[src/rtl/stage_out_fifo_pkg.sv]
// Shared types and sizing constants for the stage output FIFO.
package stage_out_fifo_pkg;

   typedef logic [31:0] float_24_8;

   typedef struct packed {
      logic      fst;
      float_24_8 data;
   } fifo_entry_t;

   localparam int ENTRY_W = $bits(fifo_entry_t);

   // Skid must absorb every word still in flight in the stage pipeline, plus one.
   localparam int STAGE_PIPE_DEPTH = 12;
   localparam int SKID_DEFAULT     = STAGE_PIPE_DEPTH + 1;
   localparam int DEPTH_DEFAULT    = 32;

endpackage

[src/rtl/stage_out_fifo_if.sv]
// Word stream with first-of-burst flag and ready/valid handshake.
interface stage_out_fifo_if;
   import stage_out_fifo_pkg::*;

   float_24_8 data;
   logic      vld;
   logic      fst;
   logic      rdy;

   modport master (output data, output vld, output fst, input  rdy);
   modport slave  (input  data, input  vld, input  fst, output rdy);

endinterface

[src/rtl/stage_out_fifo_sync_fifo_fwft.sv]
// First-word fall-through FIFO; level counts the output register as an entry.
module sync_fifo_fwft #(
   parameter int WIDTH = 33,
   parameter int DEPTH = 32,
   parameter int AW    = $clog2(DEPTH)
) (
   input  logic             clk,
   input  logic             reset,
   input  logic             push,
   input  logic [WIDTH-1:0] wdata,
   input  logic             pop,
   output logic [WIDTH-1:0] rdata,
   output logic             rvld,
   output logic [AW:0]      level,
   output logic             full,
   output logic             empty
);

   localparam int LVL_W = AW + 1;

   logic [WIDTH-1:0] mem [DEPTH];
   logic [AW-1:0]    wr_ptr;
   logic [AW-1:0]    rd_ptr;
   logic [AW:0]      lvl_q;
   logic [WIDTH-1:0] out_q;
   logic             vld_q;
   logic             mem_empty;
   logic             load_bypass;
   logic             load_mem;
   logic             mem_wr;

   // The memory only holds words behind the output register, so a push that
   // finds the register free (or being vacated with nothing queued) skips it.
   assign mem_empty   = (lvl_q - LVL_W'(vld_q)) == '0;
   assign load_bypass = push & (~vld_q | (pop & mem_empty));
   assign load_mem    = pop & ~mem_empty;
   assign mem_wr      = push & ~load_bypass;

   assign rdata = out_q;
   assign rvld  = vld_q;
   assign level = lvl_q;
   assign full  = (lvl_q == LVL_W'(DEPTH));
   assign empty = (lvl_q == '0);

   always_ff @(posedge clk) begin
      if (mem_wr)
         mem[wr_ptr] <= wdata;
   end

   always_ff @(posedge clk or negedge reset) begin
      if (!reset) begin
         wr_ptr <= '0;
         rd_ptr <= '0;
         lvl_q  <= '0;
         out_q  <= '0;
         vld_q  <= 1'b0;
      end else begin
         lvl_q <= lvl_q + LVL_W'(push) - LVL_W'(pop);
         if (mem_wr)
            wr_ptr <= wr_ptr + AW'(1);
         if (load_bypass) begin
            out_q <= wdata;
            vld_q <= 1'b1;
         end else if (load_mem) begin
            out_q  <= mem[rd_ptr];
            rd_ptr <= rd_ptr + AW'(1);
            vld_q  <= 1'b1;
         end else if (pop) begin
            vld_q <= 1'b0;
         end
      end
   end

endmodule

[src/rtl/stage_out_fifo.sv]
// Skid buffer behind the stage controller: FWFT FIFO, in_rdy throttle,
// burst alignment checker, sticky error flags and delivered-frame counter.
module stage_out_fifo
   import stage_out_fifo_pkg::*;
#(
   parameter int DEPTH = DEPTH_DEFAULT,
   parameter int SKID  = SKID_DEFAULT,
   parameter int AW    = $clog2(DEPTH)
) (
   input  logic                    clk,
   input  logic                    reset,
   stage_out_fifo_if.slave         in_bus,
   stage_out_fifo_if.master        out_bus,
   input  logic [2:0]              frame_length,
   output logic [AW:0]             level,
   output logic                    overflow,
   output logic                    fst_err,
   input  logic                    err_clr,
   output logic [7:0]              frame_cnt
);

   localparam int LVL_W = AW + 1;

   fifo_entry_t wr_entry;
   fifo_entry_t rd_entry;
   logic        rd_vld;
   logic        full;
   logic        empty;
   logic        push;
   logic        pop;
   logic        in_rdy_q;
   logic [2:0]  fcnt;
   logic        fst_bad;
   logic        ovf_set;

   // in_vld is deliberately not gated by in_rdy: words already in the
   // upstream pipeline must be taken whenever there is room.
   assign pop      = rd_vld & out_bus.rdy;
   assign push     = in_bus.vld & (~full | pop);
   assign ovf_set  = in_bus.vld & full & ~pop;
   assign fst_bad  = push & (in_bus.fst != (fcnt == 3'd0));
   assign wr_entry = '{fst: in_bus.fst, data: in_bus.data};

   assign in_bus.rdy   = in_rdy_q;
   assign out_bus.vld  = rd_vld;
   assign out_bus.fst  = rd_entry.fst;
   assign out_bus.data = rd_entry.data;

   sync_fifo_fwft #(
      .WIDTH (ENTRY_W),
      .DEPTH (DEPTH),
      .AW    (AW)
   ) u_fifo (
      .clk   (clk),
      .reset (reset),
      .push  (push),
      .wdata (wr_entry),
      .pop   (pop),
      .rdata (rd_entry),
      .rvld  (rd_vld),
      .level (level),
      .full  (full),
      .empty (empty)
   );

   always_ff @(posedge clk or negedge reset) begin
      if (!reset)
         in_rdy_q <= 1'b1;
      else
         in_rdy_q <= empty | (level <= LVL_W'(DEPTH - SKID));
   end

   // A flagged word always resyncs the position; the checker never rewrites flags.
   always_ff @(posedge clk or negedge reset) begin
      if (!reset) begin
         fcnt <= 3'd0;
      end else if (push) begin
         if (in_bus.fst)
            fcnt <= (frame_length == 3'd0) ? 3'd0 : 3'd1;
         else if (fcnt == frame_length)
            fcnt <= 3'd0;
         else
            fcnt <= fcnt + 3'd1;
      end
   end

   always_ff @(posedge clk or negedge reset) begin
      if (!reset) begin
         overflow  <= 1'b0;
         fst_err   <= 1'b0;
         frame_cnt <= 8'd0;
      end else begin
         if (ovf_set)
            overflow <= 1'b1;
         else if (err_clr)
            overflow <= 1'b0;
         if (fst_bad)
            fst_err <= 1'b1;
         else if (err_clr)
            fst_err <= 1'b0;
         if (pop & rd_entry.fst)
            frame_cnt <= frame_cnt + 8'd1;
      end
   end

endmodule
[src/flat_wrapper.sv]
// flat-port wrapper written by rule: the top's interface ports become plain ports
module stage_out_fifo_flat import stage_out_fifo_pkg::*;
#(
   parameter int DEPTH = DEPTH_DEFAULT,
   parameter int SKID  = SKID_DEFAULT,
   parameter int AW    = $clog2(DEPTH)
)
  (clk, reset, frame_length, level, overflow, fst_err, err_clr, frame_cnt, in_bus_data, in_bus_vld, in_bus_fst, in_bus_rdy, out_bus_data, out_bus_vld, out_bus_fst, out_bus_rdy);
  stage_out_fifo_if in_bus_i ();
  stage_out_fifo_if out_bus_i ();
  input  logic clk;
  input  logic reset;
  input  logic [2:0] frame_length;
  output logic [AW:0] level;
  output logic overflow;
  output logic fst_err;
  input  logic err_clr;
  output logic [7:0] frame_cnt;
  input wire logic [$bits(in_bus_i.data)-1:0] in_bus_data;
  input wire logic [$bits(in_bus_i.vld)-1:0] in_bus_vld;
  input wire logic [$bits(in_bus_i.fst)-1:0] in_bus_fst;
  output wire logic [$bits(in_bus_i.rdy)-1:0] in_bus_rdy;
  output wire logic [$bits(out_bus_i.data)-1:0] out_bus_data;
  output wire logic [$bits(out_bus_i.vld)-1:0] out_bus_vld;
  output wire logic [$bits(out_bus_i.fst)-1:0] out_bus_fst;
  input wire logic [$bits(out_bus_i.rdy)-1:0] out_bus_rdy;
  assign in_bus_i.data = in_bus_data;
  assign in_bus_i.vld = in_bus_vld;
  assign in_bus_i.fst = in_bus_fst;
  assign in_bus_rdy = in_bus_i.rdy;
  assign out_bus_data = out_bus_i.data;
  assign out_bus_vld = out_bus_i.vld;
  assign out_bus_fst = out_bus_i.fst;
  assign out_bus_i.rdy = out_bus_rdy;
  stage_out_fifo #(.DEPTH(DEPTH), .SKID(SKID), .AW(AW)) u_core (.clk(clk), .reset(reset), .in_bus(in_bus_i), .out_bus(out_bus_i), .frame_length(frame_length), .level(level), .overflow(overflow), .fst_err(fst_err), .err_clr(err_clr), .frame_cnt(frame_cnt));
endmodule
[config.mk]
export PLATFORM = sky130hd
export DESIGN_NAME = stage_out_fifo_flat
export DESIGN_NICKNAME = d
export VERILOG_FILES = /design/src/rtl/stage_out_fifo_pkg.sv /design/src/rtl/stage_out_fifo_if.sv /design/src/rtl/stage_out_fifo_sync_fifo_fwft.sv /design/src/rtl/stage_out_fifo.sv /design/src/flat_wrapper.sv
export SDC_FILE = /design/constraint.sdc
export NUM_CORES = 1
export LEC_CHECK = 0
export ABC_AREA = 1
export BUFFER_PORTS_ARGS = -buffer_cell sky130_fd_sc_hd__buf_2
export CAP_MARGIN = 20
export CORE_ASPECT_RATIO = 1.1
export CORE_MARGIN = 3
export CORE_UTILIZATION = 30
export CTS_CLUSTER_DIAMETER = 120
export DETAILED_ROUTE_END_ITERATION = 10
export PLACE_DENSITY_LB_ADDON = 0.15
export SETUP_SLACK_MARGIN = 0.2
export SLEW_MARGIN = 20
export SYNTH_ARGS = -nofsm -noshare
export SYNTH_HDL_FRONTEND = slang
export SYNTH_SLANG_ARGS = --single-unit
[constraint.sdc]
create_clock -name clk -period 5.7 [get_ports clk]
set_clock_uncertainty 0.15 [all_clocks]
set_input_delay 1.14 -clock clk [delete_from_list [all_inputs] [get_ports clk]]
set_output_delay 1.14 -clock clk [all_outputs]
set_load 0.1 [all_outputs]
=== Word level (Yosys, flattened, before mapping) ===
Memories as Yosys holds them, arrays and structs flattened.
Index checks and enable logic that the tools add are counted.

* Memories kept: 1
* Register bits: 64
* Bits in writable memories: 1056
* Output and inout bits: 51

{| class="wikitable"
|+ Memories
! name !! words !! width !! rd ports !! clocked after memory_dff !! write ports !! RTL line !! source
|-
| u_core.u_fifo.mem || 32 || 33 || 1 || 0 || 1 || stage_out_fifo_sync_fifo_fwft.sv:21 || <nowiki>logic [WIDTH-1:0] mem [DEPTH];</nowiki>
|}

* Add/subtract/negate cells: 7
* Reductions and logical operators: 9
* Multiplexer cells: 13
* Equal/unequal tests: 3
* Bitwise operators: 18
* Magnitude comparators: 1

{| class="wikitable"
|+ Operators with widths
! kind !! number
|-
| 33-bit two-way mux || 2
|-
| 6-bit logical NOT || 2
|-
| 6-bit by 1-bit subtractor with 6-bit output || 2
|-
| 5-bit by 1-bit adder with 5-bit output (second input constant) || 2
|-
| 1-bit AND || 10
|-
| 1-bit two-way mux || 9
|-
| 8-bit by 1-bit adder with 8-bit output (second input constant) || 1
|-
| 6-bit by 1-bit adder with 6-bit output || 1
|-
| 6-bit equality test (second input constant) || 1
|-
| 6-bit by 5-bit <= comparator with 1-bit output (second input constant) || 1
|-
| 3-bit logical NOT || 2
|-
| 3-bit two-way mux || 2
|-
| 2-bit nonzero test || 3
|-
| 1-bit inverter || 5
|-
| 3-bit by 1-bit adder with 3-bit output (second input constant) || 1
|-
| 3-bit equality test || 1
|-
| 1-bit OR || 3
|-
| 3-bit nonzero test || 1
|-
| 2-bit AND reduction || 1
|-
| 1-bit inequality test || 1
|}

=== Depth between registers and ports, before layout ===
Gate-level depths: netlist (run 1).

* Depth in word-level cells: 9
* Depth in mapped cells: 17

=== Cells and area by module ===
Synthesis (run 1) repeated with hierarchy kept, for this count alone.

* Cells, all modules: 4348
* Area, all modules: 47387.9 um2

{| class="wikitable"
|+ By module, submodules not included
! module !! cells each !! instances !! area an instance (um2)
|-
| sync_fifo_fwft || 4257 || 1 || 46599.7
|-
| stage_out_fifo || 91 || 1 || 788.3
|}

=== Worst setup path after synthesis (run 1) ===
OpenSTA, ideal clock, no wires.

* Path kind: register to register
* Start point: register u_core.u_fifo.lvl_q[1], in the netlist u_core.u_fifo.level[1]
* End point: memory u_core.u_fifo.mem[31][0], enable pin
* Period minus slack after synthesis: 5.078 ns
* Required time: 5.086 ns
* Data arrival time: 4.463 ns
* Library setup time: 0.464 ns
* Cell stages (with the launch flop): 12
* Setup slack: 0.622 ns
* Path through: dfrtp_1 inv_1 ha_1 nand2_1 inv_1 nand2_1 nand3_1 nand2_1 nor2_1 nand3_1 nand3_1 nor3_1

* Longest elaborated chain between the ends: 9

{| class="wikitable"
|+ RTL lines
! what !! RTL line !! source
|-
| start: declaration || stage_out_fifo_sync_fifo_fwft.sv:24 || <nowiki>logic [AW:0] lvl_q;</nowiki>
|-
| start signal: assignment || stage_out_fifo_sync_fifo_fwft.sv:58 || <nowiki>lvl_q <= lvl_q + LVL_W'(push) - LVL_W'(pop);</nowiki>
|-
| 6-bit by 1-bit subtractor with 6-bit output / 6-bit equality test (equally long branches) || stage_out_fifo_sync_fifo_fwft.sv:34, stage_out_fifo_sync_fifo_fwft.sv:42 ||
|-
| 6-bit logical NOT / 1-bit inverter (equally long branches) || stage_out_fifo_sync_fifo_fwft.sv:34, stage_out_fifo.sv:39 ||
|-
| 1-bit AND / 1-bit OR (equally long branches) || stage_out_fifo_sync_fifo_fwft.sv:35, stage_out_fifo.sv:39 ||
|-
| 1-bit OR / 1-bit AND (equally long branches) || stage_out_fifo_sync_fifo_fwft.sv:35, stage_out_fifo.sv:39 ||
|-
| 1-bit AND || stage_out_fifo_sync_fifo_fwft.sv:35 || <nowiki>assign load_bypass = push & (~vld_q | (pop & mem_empty));</nowiki>
|-
| 1-bit inverter (no line) || - ||
|-
| 1-bit AND * || stage_out_fifo_sync_fifo_fwft.sv:37 || <nowiki>assign mem_wr = push & ~load_bypass;</nowiki>
|-
| 1-bit two-way mux * || stage_out_fifo_sync_fifo_fwft.sv:46 || <nowiki>if (mem_wr)</nowiki>
|-
| 1-bit two-way mux (not written as such) * || stage_out_fifo_sync_fifo_fwft.sv:47 || <nowiki>mem[wr_ptr] <= wdata;</nowiki>
|-
| end: declaration || stage_out_fifo_sync_fifo_fwft.sv:21 ||
|}

Mark *: on every way between the ends. The rest lies on a longest branch, timed or not.

=== Final worst setup path (run 1) ===
* Start point: register u_core.u_fifo.lvl_q[1], in the netlist u_core.u_fifo.level[1]
* End point: memory u_core.u_fifo.mem[17][2], enable pin

Same word-level chain as after synthesis.

==> metrics, run 1 <==
Longest Clk Path Bufs 3; top-count cell post-synth edfxtp_1; crit path DAT 4.24 ns; RSZ-0062 raised after global routing no; maximum VDD drop 0.000347 V; Slew @ Worst Pin 1.06 ns; layout cells sized above 1 0.101; Syn Inst Count 3783; Net Sw Power 11300 uW; CP required 5.98 ns; sequential fraction of design power 0.364; initial core utilization 0.303; 1st-iter DRT viols 2255; antenna violations before repair 8; Total GRT Usage 0.179; H-Tree Depth 4; clock network power share 0.288; Syn Nets 3847; full die area 157000 um2; global-route wire length before repair 207000 um; GPL Wtd Cong 0.773; post-synth cell types 33; fin nets 3910; ys async rst share 0.0571; min Tclk post-route 3.96 ns; Core Rows 149; storage element area 33300 um2; Yosys top cell area share 0.694; Seq cells post-synth 1120; status completed; Max Cap Violations 0; hold buffer count at CTS 0; Logic pwr share 0.348; Final setup viols 0; Placed Cells 5676; Detail Route Antenna Nets 0; Multi-input gate area 11000 um2; vias in the first global route 29200; largest net degree at the start of global routing 158; hpwl dp 81700 um; top post-synthesis cells by area edfxtp_1 (69%), nor2_1 (7.7%), o21ai_0 (5.1%), dfrtp_1 (3.5%), nand2_1 (3.0%); total routed wirelength 141000 um; Sw Share 0.403; Fillers 14900; setup TNS 0 ns; cell taking the most area after synthesis edfxtp_1; Via Count 29100; Die Wd 378 um; Worst-path clk slew 0.05 ns; worst-skew pair later-pin latency 0.76 ns; crit path max fanout 21; period utilisation layout 0.695; FMAX 253 MHz; routed len/inst 23.9 um; CTS resizes 0; Via-to-Cell Ratio 4.92; Power Dens Cells 536 nW/um2; Post-synth EDFFs 1056; crit path capture type flip-flop; post-synthesis sequential area ratio 0.729; Final Hold Fails 0; Post-synth top cells edfxtp_1 (1056), nor2_1 (931), o21ai_0 (464), nand2_1 (365), nand3_1 (272); Root Buffer clkbuf_16; CTS buffer count 131; prevailing post-synth register cell edfxtp_1; Yosys Warn Count 0; Pint 16800 uW; Area Growth Syn to Fin 14.9%; I/O Pins 92; HP Class primary input to async pin; critical path class flip-flop to flip-flop; synthesized area 45700 um2; grt ovf 0; Leakage Power 0.0178 uW; Remaining DRCs 0; Slew HR 0.296; die height 415 um; router iterations before antenna repair 5; crit start category flip-flop; number of post-CTS setup repair buffers 0; synthesized area per cell 12.1 um2; Core Area 151000 um2; Final Max Slew Viols 0; Port-buffer cells 91; CTS tree built; clk sink count 1120; Layout Cells excl Fill 5918
==> worst max-delay path, cell delays in order (launching register included) <==
cell,delay [ns]
dfrtp_1,0.46
inv_1,0.16
ha_1,0.23
nand2_1,0.10
nand2_1,0.08
nand2_1,0.06
nand2_1,0.06
nand2_1,0.06
nor2_1,0.05
nand3_1,0.10
nand3_1,0.25
inv_1,0.38
nand2_2,0.34
nor2_4,0.81
buf_4,0.34
==> per-layer routing <==
layer  wire length [um]  vias to the layer above  track usage
met2              68600                      603        0.297
met4               3000                        2       0.0445
met3               5420                      169       0.0294
li1                   -                    13600            -
met5                 13                        -            0
met1              64300                    14800        0.245
==> cell type report <==
| class | instances | area share |
|---|---|---|
| Antenna cell | 2 | 0.0000954 |
| Clock buffer | 170 | 0.0675 |
| Clock inverter | 70 | 0.0109 |
| Inverter | 80 | 0.00622 |
| Multi-Input combinational cell | 2348 | 0.209 |
| Sequential cell | 1120 | 0.635 |
| Tap cell | 1963 | 0.0468 |
| Timing Repair Buffer | 165 | 0.0242 |
==> state kept, by name, summed over array words and instances, names as in the netlist <==
register / cells
u_core.fcnt: 3
u_core.fst_err: 1
u_core.overflow: 1
u_core.u_fifo.mem: 1056
u_core.u_fifo.wr_ptr: 5
u_core.u_fifo.rd_ptr: 5
u_core.frame_cnt: 8
u_core.u_fifo.rdata: 33
u_core.in_bus.rdy: 1
u_core.u_fifo.level: 6
u_core.u_fifo.rvld: 1
==> layout by cell type, fill, tap and decap left out, types with 28 or more instances in the layout <==
| cell type | n |
|---|---|
| a21oi_1 | 53 |
| buf_2 | 90 |
| buf_4 | 55 |
| clkbuf_1 | 32 |
| clkbuf_16 | 135 |
| clkinv_1 | 28 |
| dfrtp_1 | 59 |
| edfxtp_1 | 1056 |
| inv_1 | 72 |
| nand2_1 | 363 |
| nand3_1 | 272 |
| nor2_1 | 899 |
| nor2_4 | 33 |
| o211ai_1 | 116 |
| o21ai_0 | 464 |
| o21ai_1 | 83 |
==> power by group through the flow <==
stage / sequential [uW] / combinational (uW) / clock (uW)
final: 10300 / 9790 / 8100
after global routing: 10300 / 10800 / 8640
after CTS: 10300 / 10000 / 8320
after detailed placement: 10400 / 9980 / 0
after global placement: 10400 / 9990 / 0
after floorplan: 11300 / 5810 / 0
==> through the flow <==
step	power (uW)	hold slack [ns]	instance area (um2)	utilization	setup WS [ns]
after global routing	29800	0.286	52500	0.348	1.37
after floorplan	17100	0.313	45700	-	0.622
after detailed placement	20400	0.322	48300	0.321	1.28
after CTS	28600	0.260	52500	0.348	1.63
after global placement	20400	0.321	48300	0.321	1.30
final	28100	0.284	52500	0.348	1.74
==> cells by family after synthesis <==
kind of cell / synth area share
AO/OA/AOI/OAI: 0.0862
multiplexers: 0.000247
buffers and inverters: 0.0361
XOR/XNOR: 0.00403
AND/OR/NAND/NOR: 0.138
flip-flops: 0.729
adder cells (fa/ha/maj): 0.00647
==> worst paths after layout <==
kind	start	to	slack, ns	cells past startpoint
hold / removal	reset	u_core.frame_cnt[6]$_DFFE_PN0P_	0.28	1
min in group clk	u_core.frame_cnt[7]$_DFFE_PN0P_	u_core.frame_cnt[7]$_DFFE_PN0P_	0.34	1
hold reg to reg	u_core.frame_cnt[7]$_DFFE_PN0P_	u_core.frame_cnt[7]$_DFFE_PN0P_	0.34	1
max in group asynchronous	reset	u_core.u_fifo.rd_ptr[2]$_DFFE_PN0P_	4.21	2
setup reg to reg	u_core.u_fifo.level[1]$_DFF_PN0_	u_core.u_fifo.mem[17][2]$_DFFE_PP_	1.74	14
setup / recovery	u_core.u_fifo.level[1]$_DFF_PN0_	u_core.u_fifo.mem[17][2]$_DFFE_PP_	1.74	14
(Power assumes the default switching activity.)
==> run 2, diff against run 1 <==
- ABC_AREA: 1 -> 0
- clock period: 5.7 -> 3.2 ns (I/O delays scaled with it)
==> run 2 against run 1 <==
Via count decreased by 25%. Global-route usage decreased by 1.8 points. Combinational power increased by 71%. Critical path depth decreased by 6. Die area decreased by 3.9%. Largest power group unchanged. Sequential share of layout area decreased by 0.25 points. Non-clock buffer count increased by 111. Synthesized area decreased by 4.0%. Clock power increased by 69%.
==> metrics, run 2 <==
RSZ-0062 raised after global routing no; most flop-heavy register u_core.u_fifo.mem; Multi-input gate area 10100 um2 (-8.3%); Slew @ Worst Pin 0.927 ns (-0.130 ns); storage element area 33300 um2 (about the same); Slew HR 0.382 (+0.0864); vias in the first global route 23300 (-20%); H-Tree Depth 3 (-1); most frequent cells in the layout edfxtp_1 (1056), mux4_2 (198), mux2i_1 (172); CTS tree built; I/O Pins 92 (unchanged); ys async rst share 0.0571 (unchanged); Final setup viols 0 (unchanged); post-synth cell types 45 (+36%); synthesized area 43800 um2 (-4.0%); crit start category flip-flop; initial core utilization 0.303 (about the same); synthesized area per cell 20.0 um2 (+66%); min setup slack post-route 0.284 ns (-1.46 ns); Total Power 48600 uW (+73%); antenna violations before repair 1 (-7); prevailing post-synth register cell edfxtp_1; crit path max fanout 57 (+170%); met1 usage 0.208 (-0.0366); crit path capture type flip-flop; Area Growth Syn to Fin 20.2%; max FFs per register 1056 (unchanged); Seq cells post-synth 1120 (unchanged); grt peak-use layer met2; min Tclk post-route 2.92 ns (-1.04 ns); post-synthesis sequential area ratio 0.760 (+0.0304); GPL Wtd Cong 0.789 (+2.0%); period utilisation layout 0.911 (+0.216); Yosys top cell area share 0.723 (+0.0289); Die Wd 371 um (-2.0%); CTS buffer count 120 (-8.4%); status completed; worst-skew pair later-pin latency 0.75 ns (about the same); clk sink count 1120 (unchanged); Root Buffer clkbuf_16; fin nets 2527 (-35%); Max Cap Violations 0 (unchanged); Post-synth top cells edfxtp_1 (1056), mux4_2 (198), mux2i_1 (172), a22oi_1 (73), nand2_1 (73); Core Area 144000 um2 (-4.1%); Yosys Warn Count 0 (unchanged); Post-synth EDFFs 1056 (unchanged); Syn Nets 2252 (-41%); fin util 0.365 (+0.0164); setup TNS 0 ns (unchanged); pre-CTS setup slack 0.115 ns (-1.17 ns); Fillers 13200 (-12%); top-count cell post-synth edfxtp_1; Via-to-Cell Ratio 4.89 (-0.71%); full die area 151000 um2 (-3.9%); Port-buffer cells 91 (unchanged); CP required 3.68 ns (-2.30 ns); top post-synthesis cells by area edfxtp_1 (72%), mux4_2 (10%), mux2i_1 (3.9%), dfrtp_1 (3.6%), a22oi_1 (1.2%); hpwl dp 77100 um (-5.6%); grt ovf 0 (unchanged); Via Count 21900 (-25%); global-route wire length before repair 174000 um (-16%); router iterations before antenna repair 5 (unchanged); critical path class flip-flop to flip-flop; total routed wirelength 122000 um (-14%); Syn Inst Count 2188 (-42%); Leakage Power 0.0174 uW (-2.1%); GR Layer Usage met3 0.0217 (-0.00772); Power Dens Cells 922 nW/um2 (+72%); largest net degree at the start of global routing 79 (-50%); FMAX 343 MHz (+36%); maximum VDD drop 0.000544 V (+57%); met2 usage 0.273 (-0.0243); Worst-path clk slew 0.06 ns (about the same); HP Class primary input to flip-flop; Final Hold Fails 0 (unchanged); 1st-iter DRT viols 1811 (-20%); Detail Route Antenna Nets 0 (unchanged); die height 407 um (-2.0%); Longest Clk Path Bufs 3 (unchanged); layout cells sized above 1 0.292 (+0.191); cell taking the most area after synthesis edfxtp_1; Remaining DRCs 0 (unchanged); Total GRT Usage 0.162 (-0.0175); commonest non-fill, non-tap cell in the layout edfxtp_1; routed len/inst 27.1 um (+13%); Hold WS 0.0835 ns (-0.200 ns); Core Rows 146 (-2.0%); Final Max Slew Viols 0 (unchanged); crit path DAT 3.40 ns (-0.84 ns)
==> run 2: power by group <==
group          internal [uW]  switching, uW  total [uW]
logic                   6370          10300       16700
registers              17400            795       18200
clock network           7860           5840       13700
==> run 2: critical path, stage by stage, from the launching register on <==
cell	delay [ns]
dfrtp_4	0.56
buf_12	0.37
buf_4	0.33
mux4_2	0.34
o22ai_1	0.46
nor3_1	0.16
buf_4	0.17
nand3_1	0.09
o221ai_2	0.09
==> run 2: final cells by class <==
type                       instances  share of cell area
sequential                      1120               0.633
clock buffer                     140              0.0584
tap                             1924              0.0457
antenna                            1           0.0000475
clock inverter                    83              0.0155
inverter                          50             0.00366
timing repair buffer             276              0.0531
multi-input combinational        895               0.191
==> run 2: through the flow <==
step | area (um2) | instances
2_1_floorplan | 44200 | 2188
3_3_place_gp | 48700 | 4262
3_5_place_dp | 48700 | 4262
4_1_cts | 52700 | 4488
5_1_grt | 52700 | 4488
6_report | 52700 | 4489
==> run 2: cell families after synthesis <==
| logic type | Yosys count | synth area share |
|---|---|---|
| AOI/OAI and AO/OA | 219 | 0.0394 |
| xor gates and xnor gates | 26 | 0.00519 |
| adders and majority gates | 23 | 0.00673 |
| buffers and inverters | 173 | 0.0191 |
| DFF | 1120 | 0.760 |
| muxes | 373 | 0.142 |
| and+or+nand+nor | 254 | 0.0280 |
==> run 2: worst paths after layout <==
| path | to | cells after the start | slack, ns | start |
|---|---|---|---|---|
| worst max register to register | u_core.u_fifo.rdata[11]$_DFFE_PN0P_ | 8 | 0.28 | u_core.u_fifo.rd_ptr[2]$_DFFE_PN0P_ |
| worst min-delay path | u_core.frame_cnt[2]$_DFFE_PN0P_ | 3 | 0.08 | out_bus_rdy |
| worst max-delay path | u_core.u_fifo.rdata[11]$_DFFE_PN0P_ | 8 | 0.28 | u_core.u_fifo.rd_ptr[2]$_DFFE_PN0P_ |
| min in group asynchronous | u_core.frame_cnt[5]$_DFFE_PN0P_ | 2 | 0.32 | reset |
| worst min register to register | u_core.frame_cnt[7]$_DFFE_PN0P_ | 1 | 0.32 | u_core.frame_cnt[7]$_DFFE_PN0P_ |
| max in group asynchronous | u_core.u_fifo.rdata[12]$_DFFE_PN0P_ | 3 | 1.92 | reset |
==> run 2: timing repair <==
item                                    4_1_cts  5_1_grt
resized for setup                             3        3
pin swaps                                     0        0
endpoints found under the setup margin      836       10
buffers inserted                              0        0
endpoints found under the hold margin        42        0
hold buffers                                  3        0
==> run 2: metal layers <==
metal | share of wire | vias up
met1 | 0.42 | 11800
met4 | 0.044 | 0
met5 | 0 | -
met3 | 0.036 | 188
li1 | - | 9497
met2 | 0.50 | 461
